--- src/rtl/fc_requant.sv ---
// fc_requant: bias add, round/shift, ReLU+saturate and FIFO-buffer FC accumulator results
module fc_requant #(
  parameter int gen_width = 21,
  parameter int out_width = 8,
  parameter int shift = 8,
  parameter int n_neuron = 10,
  parameter int fifo_depth = 4,
  localparam int aw = $clog2(n_neuron)
) (
  input  logic                 clk,
  input  logic                 rstn,
  input  logic                 acc_done,
  input  logic [gen_width-1:0] result,
  input  logic                 bias_wr_en,
  input  logic [aw-1:0]        bias_wr_addr,
  input  logic [gen_width-1:0] bias_wr_data,
  output logic [out_width-1:0] out_data,
  output logic                 out_valid,
  input  logic                 out_ready,
  output logic [aw-1:0]        neuron_idx,
  output logic                 layer_done,
  output logic                 ovf
);
  localparam int pw = $clog2(fifo_depth);
  localparam logic [gen_width+1:0] half = (gen_width+2)'(1) << (shift - 1);
  logic [gen_width-1:0] bias [n_neuron];
  logic signed [gen_width:0] sum1;
  logic valid1;
  logic signed [gen_width+1:0] rnd, r;
  logic [out_width-1:0] din;
  logic [out_width-1:0] mem [fifo_depth];
  logic [pw:0] wptr, rptr, cnt;
  logic [aw-1:0] pcnt;
  logic full, pop, wr;
  always_comb begin
    rnd = {sum1[gen_width], sum1} + half;
    r = rnd >>> shift;
    din = r[gen_width+1] ? '0 : |r[gen_width:out_width] ? '1 : r[out_width-1:0];
    cnt = wptr - rptr;
    out_valid = cnt != '0;
    full = cnt == (pw+1)'(fifo_depth);
    pop = out_valid && out_ready;
    wr = valid1 && (!full || pop);
  end
  always_ff @(posedge clk)
    if (wr) mem[wptr[pw-1:0]] <= din;
  always_ff @(posedge clk or negedge rstn)
    if (!rstn) begin
      for (int i = 0; i < n_neuron; i++) bias[i] <= '0;
      sum1 <= '0;
      valid1 <= 1'b0;
      neuron_idx <= '0;
      wptr <= '0;
      rptr <= '0;
      pcnt <= '0;
      out_data <= '0;
      layer_done <= 1'b0;
      ovf <= 1'b0;
    end else begin
      if (bias_wr_en && bias_wr_addr < aw'(n_neuron)) bias[bias_wr_addr] <= bias_wr_data;
      valid1 <= acc_done;
      if (acc_done) begin
        sum1 <= {result[gen_width-1], result} + {bias[neuron_idx][gen_width-1], bias[neuron_idx]};
        neuron_idx <= neuron_idx == aw'(n_neuron - 1) ? '0 : neuron_idx + 1'b1;
      end
      if (wr) wptr <= wptr + 1'b1;
      if (pop) begin
        rptr <= rptr + 1'b1;
        pcnt <= pcnt == aw'(n_neuron - 1) ? '0 : pcnt + 1'b1;
      end
      layer_done <= pop && pcnt == aw'(n_neuron - 1);
      if (valid1 && !wr) ovf <= 1'b1;
      // out_data is a registered copy of the head: refill from the next slot on pop, or take the bypass when the head is being replaced by the incoming push
      if (pop && cnt != (pw+1)'(1)) out_data <= mem[pw'(rptr + 1'b1)];
      else if (wr && (!out_valid || pop)) out_data <= din;
    end
endmodule
--- config.mk ---
export PLATFORM = sky130hd
export DESIGN_NAME = fc_requant
export DESIGN_NICKNAME = d
export VERILOG_FILES = /design/src/rtl/fc_requant.sv
export SDC_FILE = /design/constraint.sdc
export NUM_CORES = 1
export LEC_CHECK = 0
export BUFFER_PORTS_ARGS = -buffer_cell sky130_fd_sc_hd__buf_4
export CAP_MARGIN = 10
export CORE_UTILIZATION = 50
export DETAILED_ROUTE_END_ITERATION = 16
export PLACE_DENSITY = 0.68
export SYNTH_ARGS = -nofsm -noshare
export SYNTH_HDL_FRONTEND = slang
export SYNTH_SLANG_ARGS = --single-unit
--- constraint.sdc ---
create_clock -name clk -period 5.43 [get_ports clk]
set_input_delay 1.086 -clock clk [delete_from_list [all_inputs] [get_ports clk]]
set_output_delay 1.086 -clock clk [all_outputs]
set_load 0.02 [all_outputs]
==> reports/results.md <==
• finished clean — status
• 1 — H-Tree Level Count
• 74.3% — fin crit share
• 4.48 ns — CP Data Arrival Time
• 1.39 ns — setup slack of the critical path after layout
• 0 — total congestion overflow
• 39.9% — layout cells sized above 1
• register to register — Hold/Removal Path Class
• 45.8% — portion of synthesized cell area occupied by the leading cell type
• 282 — clock tree sinks
• 65 — count of input and output buffers
• ovf — Worst Min Path Start
• 8142 — Via Count
• register — element type at the critical path end
• 0.870 — final weighted congestion of routability-driven global placement
• 8570 — vias in the first global route
• no — setup repair after global routing missed its margin
• 21.6 microns — routed length per placed instance
• 32 — number of enable flip-flop cells after synthesis
• 1055 — synthesized netlist net count
• clkbuf_16 — Clk Tree Root Cell
• 0 — PostCTS Resize Cnt
• 0 — Post-route DRC
• 14.0 sq um — synthesized area divided by synthesized cell count
• 0 — final setup violating endpoints
• 976 — cell count after synthesis
• dfrtp_4 — highest-delay cell along the critical path
• multiplexers — main combinational cell family by area after synthesis
• 30.0 mm — overall routed net length
• 33 — worst-path fanout max
• 57.9% — post-route core utilization
• 1.40 ns — post-placement worst setup slack
• 48.8 mm — global-route wire length before repair
• 3 — number of buffers between clock root and the deepest sink
• 0 — Hold Fails Final Rpt
• 50.8% — Initial Util
• 31 — number of buffers created by CTS
• 12 — R2R cell count
• 167 microns — height of the chip
• 248 MHz — peak clock frequency supported by timing
• 0.06 ns — clock transition at the registers of the reported paths
• 5 — number of iterations in the first detailed-routing pass
• dfrtp_1 — cell type with the largest total area after synthesis
• sum1[20] — R2R Path End
• buf_12, mux4_2, mux2i_1, o22ai_1, ha_1, a21oi_1, o21bai_1, a21o_1, a2111oi_4, o31ai_1, xor2_1, mux2_2 — crit path cell chain
• 0.78 ns — delay contributed by the slowest stage of the critical path
• 13.9% — P&R area growth vs syn
• 0 — remaining antenna violation count
• 26900 sq um — Core Box Area
• 0 — number of pins with negative max-slew slack in the final report
• 25.4% — Relative slew margins
• 167 microns — die boundary width
• 28000 sq um — die area
• neuron_idx[0] — worst setup path startpoint
• 1.73% — xor and xnor area share after synthesis
• done — clock tree from TritonCTS
• 66 — count of pins on the block boundary
• 571 nW/um^2 — power density of the placed cells
• 0 — Warnings, synthesis
• 22.4% — GRT Resource Usage Total
• 0 — max-cap violation count
• 13700 sq um — post-synth design cell area
• 6.78 nW — leakage power figure
• 5.86 — Avg Vias per Cell
• 0.56 ns — clock insertion delay at the later pin of the skew report
• 1.11 ns — worst-margin pin slew
• 0 — Antenna Cells
• 0 ns — final total negative setup slack
• 282 — number of synthesized register bits
• dfrtp_1 (46%), mux2_2 (18%), mux4_2 (8.1%) — Area contributors post-synth
• 2.62% — area share of fa/ha/maj cells after synthesis
• 58 — Synth cell types
• 4.51% — simple-gate share of the synthesized area
• 1102 — final-stage net count
• 1 — antenna violations before repair
• 0 — hold buffers post-CTS
• ovf — Worst Hold Path EP
• 0 — setup bufs post-CTS
• 244 uV — IR drop worst, VDD
• 1 — number of cells on the worst hold path
• 8.88 mW — Total Power Consumption
• 433 — violation count after the first detailed-routing iteration
• 30.3% — multiplexer share of the synthesized area
• dfrtp_1 — top flip-flop cell by instance count after synthesis
• register to register — Worst Path Class, Setup
• 1.39 ns — slack of the worst reg-to-reg path
• 4.04 ns — clock period minus worst slack
• 52.9% — sequential element share of the synthesized area
• 0.454 ns — hold_ws
• 60 — row count
• 0.00705 ns — worst-case clock skew
• 101 — largest net degree at the start of global routing
• 5.87 ns — data required time at the worst endpoint
• 19.2 mm — DPL Wire Length
• neuron_idx[0] — reg2reg start
• 88.7% — async set-or-reset flop fraction in the synthesized netlist
• 5.76% — compound-gate portion of the synthesized area
• register — Worst Setup Start Kind
## power by group
part | total [mW] | internal [mW] | switching [mW]
logic | 3.51 | 1.77 | 1.74
clock network | 2.19 | 1.33 | 0.858
registers | 3.19 | 2.77 | 0.419
total | 8.88 | 5.86 | 3.02
## routing by layer
| layer | global-route usage (%) | routed length, microns |
|---|---|---|
| met1 | 31.4 | 13700 |
| met3 | 3.12 | 1090 |
| met2 | 37.2 | 14600 |
| met5 | 0 | 17 |
| met4 | 5.31 | 574 |
## synth_stat cells (all sizes together), types with 14 or more instances
| library cell | count |
|---|---|
| a21o | 18 |
| clkbuf | 30 |
| nor2 | 23 |
| a21oi | 38 |
| ha | 27 |
| edfxtp | 32 |
| xnor2 | 14 |
| dfrtp | 250 |
| buf | 38 |
| mux2i | 49 |
| mux2 | 223 |
| o22ai | 22 |
| mux4 | 50 |
| nand2 | 24 |
## through the flow
stage	area (sq um)	cells
after floorplan	13700	976
after global placement	14500	1331
after detailed placement	14500	1331
after CTS	15500	1389
after global routing	15500	1389
final	15500	1389
## sequential cells by signal (all words and copies together) (netlist names)
name,count
bias,210
layer_done,1
mem,32
neuron_idx,4
out_data,8
ovf,1
pcnt,4
rptr,3
sum1,15
valid1,1
wptr,3
## kinds of logic (layout without fill, tap and decap cells)
logic type | count (synthesis) | in the layout
muxes | 322 | 322
DFF | 282 | 282
AOI/OAI and AO/OA | 119 | 119
and+or+nand+nor | 116 | 116
buffers and inverters | 82 | 154
adders and majority gates | 28 | 28
xor gates and xnor gates | 27 | 27
## layout by cell type (no fill, tap or decap), types with 3 or more instances in the layout
| master | n |
|---|---|
| dfrtp_1 | 248 |
| mux2_2 | 223 |
| buf_4 | 80 |
| mux2i_1 | 49 |
| mux4_2 | 49 |
| a21oi_1 | 38 |
| edfxtp_1 | 32 |
| clkbuf_16 | 31 |
| ha_1 | 27 |
| nand2_1 | 24 |
| o22ai_1 | 22 |
| nor2_1 | 21 |
| a21o_1 | 18 |
| xnor2_1 | 14 |
| inv_1 | 13 |
| nand3_1 | 13 |
| xor2_1 | 13 |
| clkinv_2 | 12 |
| and2_1 | 10 |
| o21ai_0 | 9 |
| and3_1 | 8 |
| nand4_1 | 7 |
| nor2b_1 | 6 |
| bufinv_16 | 6 |
| a31oi_1 | 5 |
| o21bai_1 | 5 |
| and4_1 | 4 |
| clkinv_1 | 3 |
| nor3_1 | 3 |
| nand2b_1 | 3 |
| nand3b_1 | 3 |
| clkbuf_1 | 3 |
## how the worst max path moves through the flow
stage	end	slack, ns
2_1_floorplan	sum1[18]	1.20
3_3_place_gp	sum1[20]	1.46
3_5_place_dp	sum1[20]	1.40
4_1_cts	sum1[20]	1.39
5_1_grt	sum1[18]	1.16
6_report	sum1[20]	1.39
## layout make-up
class | instances | area (sq um)
flip-flops and latches | 282 | 7220
inverters | 14 | 52.6
clock buffers | 34 | 787
multi-input cells | 612 | 6140
clock inverters | 24 | 280
repair buffers | 82 | 636
well taps | 341 | 427
fillers | 2186 | 11300
## critical path, delay by kind of cell (launching register included)
| family | cells | cell delay (ns) |
|---|---|---|
| AO/OA/AOI/OAI | 6 | 1.27 |
| multiplexers | 3 | 1.06 |
| flip-flops | 1 | 0.78 |
| buffers and inverters | 1 | 0.34 |
| adder cells (fa/ha/maj) | 1 | 0.26 |
| XOR/XNOR | 1 | 0.15 |
Note: power is estimated with default switching activity, not from simulation.
